==> src/rtl/adder_bist_controller.sv <==
// BIST sequencer that sweeps every {cin,b,a} vector through a WIDTH-bit adder and checks its sum/carry.
// Optional build macro ADDER_BIST_STOP_ON_FAIL_EN ends the sweep at the first mismatching vector.
module adder_bist_controller #(
    parameter int WIDTH         = 4,
    parameter int SETTLE_CYCLES = 1
) (
    input  logic                 clk,
    input  logic                 rst_n,
    input  logic                 start,
    output logic [WIDTH-1:0]     dut_a,
    output logic [WIDTH-1:0]     dut_b,
    output logic                 dut_cin,
    input  logic [WIDTH-1:0]     dut_sum,
    input  logic                 dut_cout,
    output logic                 busy,
    output logic                 done,
    output logic                 pass,
    output logic [2*WIDTH+1:0]   err_count,
    output logic [2*WIDTH:0]     fail_vec
);

    localparam int VW = 2*WIDTH + 1;
    localparam int SW = (SETTLE_CYCLES > 1) ? $clog2(SETTLE_CYCLES) : 1;
    localparam logic [SW-1:0] SETTLE_LAST = SW'(SETTLE_CYCLES - 1);
    localparam logic [VW-1:0] VEC_LAST    = '1;

    typedef enum logic [1:0] {IDLE, APPLY, CHECK, DONE} state_t;

    state_t          state;
    logic [VW-1:0]   vec;
    logic [SW-1:0]   settle;
    logic            mismatch;

    // Reference sum is formed one bit wider than the operands so the carry-out is checked too.
    function automatic logic [WIDTH:0] golden(input logic [VW-1:0] v);
        golden = {1'b0, v[WIDTH-1:0]}
               + {1'b0, v[2*WIDTH-1:WIDTH]}
               + {{WIDTH{1'b0}}, v[VW-1]};
    endfunction

    assign dut_a    = vec[WIDTH-1:0];
    assign dut_b    = vec[2*WIDTH-1:WIDTH];
    assign dut_cin  = vec[VW-1];
    assign mismatch = ({dut_cout, dut_sum} != golden(vec));

    always_ff @(posedge clk or negedge rst_n) begin
        if (!rst_n) begin
            state     <= IDLE;
            vec       <= '0;
            settle    <= '0;
            busy      <= 1'b0;
            done      <= 1'b0;
            pass      <= 1'b0;
            err_count <= '0;
            fail_vec  <= '0;
        end else begin
            done <= 1'b0;
            case (state)
                IDLE: begin
                    if (start) begin
                        state     <= APPLY;
                        vec       <= '0;
                        settle    <= '0;
                        err_count <= '0;
                        fail_vec  <= '0;
                        pass      <= 1'b0;
                        busy      <= 1'b1;
                    end
                end
                APPLY: begin
                    if (settle == SETTLE_LAST) begin
                        settle <= '0;
                        state  <= CHECK;
                    end else begin
                        settle <= settle + 1'b1;
                    end
                end
                CHECK: begin
                    if (mismatch) begin
                        err_count <= err_count + 1'b1;
                        if (err_count == '0)
                            fail_vec <= vec;
                    end
`ifdef ADDER_BIST_STOP_ON_FAIL_EN
                    if (mismatch || (vec == VEC_LAST)) begin
                        state <= DONE;
                    end else begin
                        vec   <= vec + 1'b1;
                        state <= APPLY;
                    end
`else
                    if (vec == VEC_LAST) begin
                        state <= DONE;
                    end else begin
                        vec   <= vec + 1'b1;
                        state <= APPLY;
                    end
`endif
                end
                DONE: begin
                    // err_count already holds the final CHECK's contribution here.
                    done  <= 1'b1;
                    busy  <= 1'b0;
                    pass  <= (err_count == '0);
                    vec   <= '0;
                    state <= IDLE;
                end
                default: state <= IDLE;
            endcase
        end
    end

endmodule

==> config.mk <==
export PLATFORM = sky130hd
export DESIGN_NAME = adder_bist_controller
export DESIGN_NICKNAME = d
export VERILOG_FILES = /design/src/rtl/adder_bist_controller.sv
export SDC_FILE = /design/constraint.sdc
export NUM_CORES = 1
export LEC_CHECK = 0
export CORE_ASPECT_RATIO = 0.6
export CORE_MARGIN = 2
export CORE_UTILIZATION = 63
export CTS_BUF_LIST = sky130_fd_sc_hd__clkbuf_8
export DETAILED_ROUTE_END_ITERATION = 10
export DONT_BUFFER_PORTS = 1
export GPL_TIMING_DRIVEN = 0
export PLACE_DENSITY = 0.78
export SKIP_LAST_GASP = 1
export SLEW_MARGIN = 10
export SYNTH_ARGS = -nofsm -noshare
export SYNTH_HDL_FRONTEND = slang
export SYNTH_SLANG_ARGS = --single-unit
==> constraint.sdc <==
create_clock -name clk -period 3.2 [get_ports clk]
set_input_delay 0.32 -clock clk [delete_from_list [all_inputs] [get_ports clk]]
set_output_delay 0.32 -clock clk [all_outputs]
set_load 0.1 [all_outputs]
# Word level (Yosys, flattened, before mapping)
# Index checks and enable logic that the tools add are counted.
# op_classes
n_reduce_logical	12
div_mod_pow	0
eq_ne	10
bitwise	0
addsub	5
mul	0
shifts	0
mux	20
n_lt_le_gt_ge	0
# ops
operator	n
$mux 9	4
$pmux 9 s3	1
$mux 10	2
$pmux 10 s2	1
$pmux 9 s2	1
$add 10x1->10 const B	1
$logic_not 10->1	1
$ne 2x2->1 const B	5
$add 9x1->9 const B	1
$eq 9x9->1 const B	1
$pmux 2 s4	1
$mux 2	3
$pmux 1 s2	3
$reduce_and 2->1	3
$reduce_and 3->1	2
$reduce_bool 2->1	3
$add 4x4->5	1
$add 5x1->5	1
$ne 5x5->1	1
$eq 2x2->1 const B	2
$mux 1	4
$reduce_and 4->1	1
$reduce_bool 3->1	1
$eq 2x1->1 const B	1
2 further kinds	2
# totals
out_inout_bits	31
memories	0
reg_bits	34
rom_bits	0
latch_bits	0
ramBits	0
in_bits	8
word_cells	55

# Logic depth before layout (Yosys ltp)
# logic_depth
depth_word	5
mapped_depth	11
mapped_depth_nobuf	11

# Worst setup path after synthesis
# OpenSTA, ideal clock, no wires.
# synth_timing
path_kind	register -> register
startpoint	register vec[0]
endpoint	register err_count[0]
stages_incl_launch_ff	10
arrival_time_ns	3.022
t_required_ns	3.075
synth_period_minus_slack_ns	3.147
setup_time_ns	0.125
path_buffers	2
slack_ns	0.053
cell_sequence	dfrtp_1 -> fa_1 -> fa_1 -> xor2_1 -> a2111oi_2 -> and2_1 -> buf_6 -> buf_8 -> nor2_2 -> mux2_2
# synth_between
elab_chain_len	5
# synth_lines
item	line	text
start: declaration	30	logic [VW-1:0] vec;
start signal: assignment	95	vec <= vec + 1'b1;
$add 4x4->5	37	+ {1'b0, v[2*WIDTH-1:WIDTH]}
$add 5x1->5	38	+ {{WIDTH{1'b0}}, v[VW-1]};
$ne 5x5->1	44	assign mismatch = ({dut_cout, dut_sum} != golden(vec));
$ne 2x2->1 (no line)	-	
$reduce_and 3->1 (no line)	-	
end signal: assignment	80	err_count <= err_count + 1'b1;
end: declaration	18	output logic [2*WIDTH+1:0] err_count,
# Every way passes these cells.
# A chain may end at the register's enable or synchronous reset.

# Final worst setup path
# Same ends and word-level chain as after synthesis.

==> metrics.log <==
[metrics] Tmin final: 3.06 ns
[metrics] antenna violations before repair: 0
[metrics] DP Cell Count: 232
[metrics] Post-Synthesis Cells: 190
[metrics] post-layout instance area: 0.00210 sq mm
[metrics] via density per instance: 6.09
[metrics] area growth from synthesis to final layout: 12.6%
[metrics] Max Root-Sink Buffers: 2
[metrics] post-synthesis instance area: 0.00186 sq mm
[metrics] relative max-transition margin: 25.1%
[metrics] wire per inst: 18.3 microns
[metrics] leakage power figure: 0.920 nW
[metrics] f_max: 326 MHz
[metrics] sort of element at the end of the critical path: register
[metrics] final period utilization: 95.8%
[metrics] final worst-path setup slack: 0.136 ns
[metrics] largest cells by area after synthesis: sky130_fd_sc_hd__dfrtp_1 (44%), sky130_fd_sc_hd__mux2i_1 (5.4%), sky130_fd_sc_hd__nand2_1 (5.0%), sky130_fd_sc_hd__ha_1 (4.7%), sky130_fd_sc_hd__xnor2_1 (4.2%)
[metrics] Iter 0 DRT Violations: 106
[metrics] type of the worst setup path: reg -> reg
[metrics] status: completed
[metrics] cell type of the slowest stage on the worst timing path: sky130_fd_sc_hd__dfrtp_4
[metrics] leading area contributor after synthesis: sky130_fd_sc_hd__dfrtp_1
[metrics] placed instance area: 0.00192 sq mm
[metrics] crit-path cells: fa_2, fa_1, xor2_1, a2111oi_2, and2_1, buf_6, buf_8, nor2_2, mux2_2
[metrics] most used routing layer: met2
[metrics] number of library cell types mapped by synthesis: 39
[metrics] final weighted congestion of routability-driven global placement: 0.934
[metrics] routed wire length: 4430 microns
[metrics] count of antenna diodes in the layout: 0
[metrics] min-delay worst type: in -> reg
[metrics] root buf cell: sky130_fd_sc_hd__clkbuf_8
[metrics] number of global-route vias before repair: 1,383
[metrics] Via Count: 1,474
[metrics] Required @ worst endpoint: 3.38 ns
[metrics] Port Buf Inserts: 0
[metrics] kind of cell with the highest combined delay on the critical path: adder cells
[metrics] CTS tree: yes
[metrics] top-level port count: 39
[metrics] layout cells sized above 1: 14.0%
[metrics] clock buffers created by TritonCTS: 5
[metrics] async set-or-reset flop fraction in the synthesized netlist: 100%
[metrics] crit path max fanout: 10
[metrics] synthesized net count: 207
[metrics] total power: 0.00178 W
[metrics] met3 Use GR: 12.5%
[metrics] Tightest Pin Transition: 1.12 ns
[metrics] most frequently used flop master after synthesis: sky130_fd_sc_hd__dfrtp_1
[metrics] signal arrival time at the worst endpoint: 3.24 ns
[metrics] number of storage elements in the synthesis netlist: 33
[metrics] Core Footprint: 0.00283 sq mm
[metrics] post-route insts no fill: 242
[metrics] number of max-slew violations in the final report: 0
[metrics] number of enable flip-flop cells after synthesis: 0
[metrics] Maximum Capacitance Violations: 0
[metrics] clock edge transition at the registers on the reported setup and hold paths: 0.08 ns
[metrics] final layout net count: 216
[metrics] crit path launch type: register
[metrics] first-pass GRT wire length: 6930 microns
[metrics] clock insertion delay at the later pin of the skew report: 0.29 ns
[metrics] number of warning messages in the yosys log: 0
[metrics] library cell with the highest instance count after synthesis: sky130_fd_sc_hd__dfrtp_1
[metrics] sum of buffers and inverters on the critical path: 2
[metrics] Hold Vio Cnt, Final: 0
[metrics] total DRC errors in the routed layout: 0
[metrics] maximum VDD drop: 0.572 mV
[metrics] starting density of the core: 65.7%
[metrics] part of the Yosys area used for sequential elements: 44.3%
[metrics] Total Die Area: 0.00342 sq mm
[metrics] number of placement rows: 15
[metrics] number of routed nets with antenna violations: 0
[metrics] die boundary width: 74.2 microns
[metrics] total congestion overflow: 0
[metrics] M2 GR Usage: 40.2%
[metrics] DP HPWL: 3240 microns
[metrics] biggest cell delay along the critical path: 0.65 ns
[metrics] maximum number of pins on one net before global-route repair: 34
[metrics] WHS: 0.385 ns
[metrics] top cells by instance count after synthesis: sky130_fd_sc_hd__dfrtp_1 (33), sky130_fd_sc_hd__nand2_1 (25), sky130_fd_sc_hd__inv_1 (15)
[metrics] first-pass iteration count of the detailed router: 4
[metrics] Die Height: 46.1 microns
[metrics] aggregate global-route resource usage: 29.0%
[metrics] final worst clock skew: 0.0100 ns
[metrics] share of Yosys cell area claimed by the top area cell type: 44.3%
[metrics] average cell area after synthesis: 9.81 sq um
[metrics] H-tree depth: 2
[metrics] number of sinks handled by clock tree synthesis: 33
[metrics] number of setup violations in the final report: 0
[metrics] Fill cells: 199
[metrics] met1 usage: 39.4%
[metrics] worst slack after detailed placement: -0.219 ns
[metrics] power density cells: 846 mW/mm^2
[metrics] setup repair after global routing missed its margin: no
-- per-stage QoR --
stage	setup TNS, ns	utilization, %
5_1_grt	0	74.0
2_1_floorplan	0	-
3_5_place_dp	-3.06	67.6
4_1_cts	0	73.5
6_report	0	74.0
3_3_place_gp	-0.920	67.6
-- cell families after synthesis --
family	Yosys count	share of synthesized area, %
flip-flops	33	44.3
buffers and inverters	22	6.11
adder cells (fa/ha/maj)	9	6.85
XOR/XNOR	12	5.64
AND/OR/NAND/NOR	71	18.7
AO/OA/AOI/OAI	31	11.8
multiplexers	12	6.58
-- repair_timing --
action | 4_1_cts | 5_1_grt
hold endpoints to repair | 33 | 0
setup endpoints to repair | 19 | 22
buffers inserted | 0 | 0
pin swaps | 0 | 0
hold buffers | 2 | 0
gates resized for setup | 3 | 9
-- cell type report --
type / count / area (sq um) / area share [%]
buffer: 7 / 57.6 / 2.74
clock buffer: 5 / 68.8 / 3.28
clock inverter: 3 / 65.1 / 3.10
inverter: 15 / 56.3 / 2.68
multi-input combinational: 135 / 926 / 44.1
sequential: 33 / 842 / 40.1
tap: 42 / 52.6 / 2.50
timing repair buffer: 2 / 30.0 / 1.43
-- tightest hold or removal path, stage by stage --
cell                        delay [ns]
sky130_fd_sc_hd__nor2b_1          0.14
sky130_fd_sc_hd__nor2_1           0.10
sky130_fd_sc_hd__o2bb2ai_1        0.08
-- worst paths after layout --
| kind | slack [ns] | start | cells after the start | end |
|---|---|---|---|---|
| setup / recovery | 0.14 | vec[0]$_DFFE_PN0P_ | 9 | err_count[0]$_DFFE_PN0P_ |
| setup reg to reg | 0.14 | vec[0]$_DFFE_PN0P_ | 9 | err_count[0]$_DFFE_PN0P_ |
| hold reg to reg | 0.68 | state[0]$_DFFE_PN0P_ | 2 | state[1]$_DFFE_PN0P_ |
| min in group asynchronous | 0.47 | rst_n | 2 | err_count[1]$_DFFE_PN0P_ |
| hold / removal | 0.38 | start | 3 | busy$_DFFE_PN0P_ |
| max in group asynchronous | 2.53 | rst_n | 2 | vec[4]$_DFFE_PN0P_ |
-- cells in the final DEF (no fill, tap or decap), types with 2 or more instances in the layout --
master,synthesis,final
sky130_fd_sc_hd__o311ai_1,3,3
sky130_fd_sc_hd__dfrtp_4,0,2
sky130_fd_sc_hd__a2bb2oi_1,3,3
sky130_fd_sc_hd__a21o_1,4,4
sky130_fd_sc_hd__inv_1,15,15
sky130_fd_sc_hd__buf_6,2,2
sky130_fd_sc_hd__and3_1,2,2
sky130_fd_sc_hd__clkbuf_1,2,2
sky130_fd_sc_hd__nor2_1,9,9
sky130_fd_sc_hd__ha_1,7,7
sky130_fd_sc_hd__mux2i_1,10,10
sky130_fd_sc_hd__nand2_1,25,25
sky130_fd_sc_hd__bufinv_16,0,2
sky130_fd_sc_hd__dfrtp_1,33,24
sky130_fd_sc_hd__clkbuf_8,0,5
sky130_fd_sc_hd__a21oi_1,3,3
sky130_fd_sc_hd__dfrtp_2,0,7
sky130_fd_sc_hd__or4_1,4,4
sky130_fd_sc_hd__xnor2_1,9,9
sky130_fd_sc_hd__nand3_1,13,13
sky130_fd_sc_hd__o21ai_1,4,4
sky130_fd_sc_hd__nor2b_1,3,3
sky130_fd_sc_hd__nand3b_1,2,2
sky130_fd_sc_hd__nor4_1,3,3
sky130_fd_sc_hd__nor3_1,6,6
sky130_fd_sc_hd__o211ai_1,2,2
sky130_fd_sc_hd__xor2_1,3,3
sky130_fd_sc_hd__mux2_2,2,2
sky130_fd_sc_hd__o21ai_0,6,6
-- sequential cells by signal, summed over array words and instances, names as in the netlist --
signal / count
pass: 1
done: 1
fail_vec: 9
vec: 9
err_count: 10
state: 2
busy: 1
-- metal layers --
metal  up-vias  share of wire (%)
li1        685                  -
met1       712                 45
met2        69                 45
met3         8                8.9
met4         0                1.8
met5         -                  0
-- report_power, final --
group | internal (W) | total [W] | switching (W)
Combinational | 0.000138 | 0.000348 | 0.000210
Clock | 0.000310 | 0.000475 | 0.000165
Sequential | 0.000475 | 0.000953 | 0.000478
Total | 0.000922 | 0.00178 | 0.000854
Power figures use the tool's default switching activity.
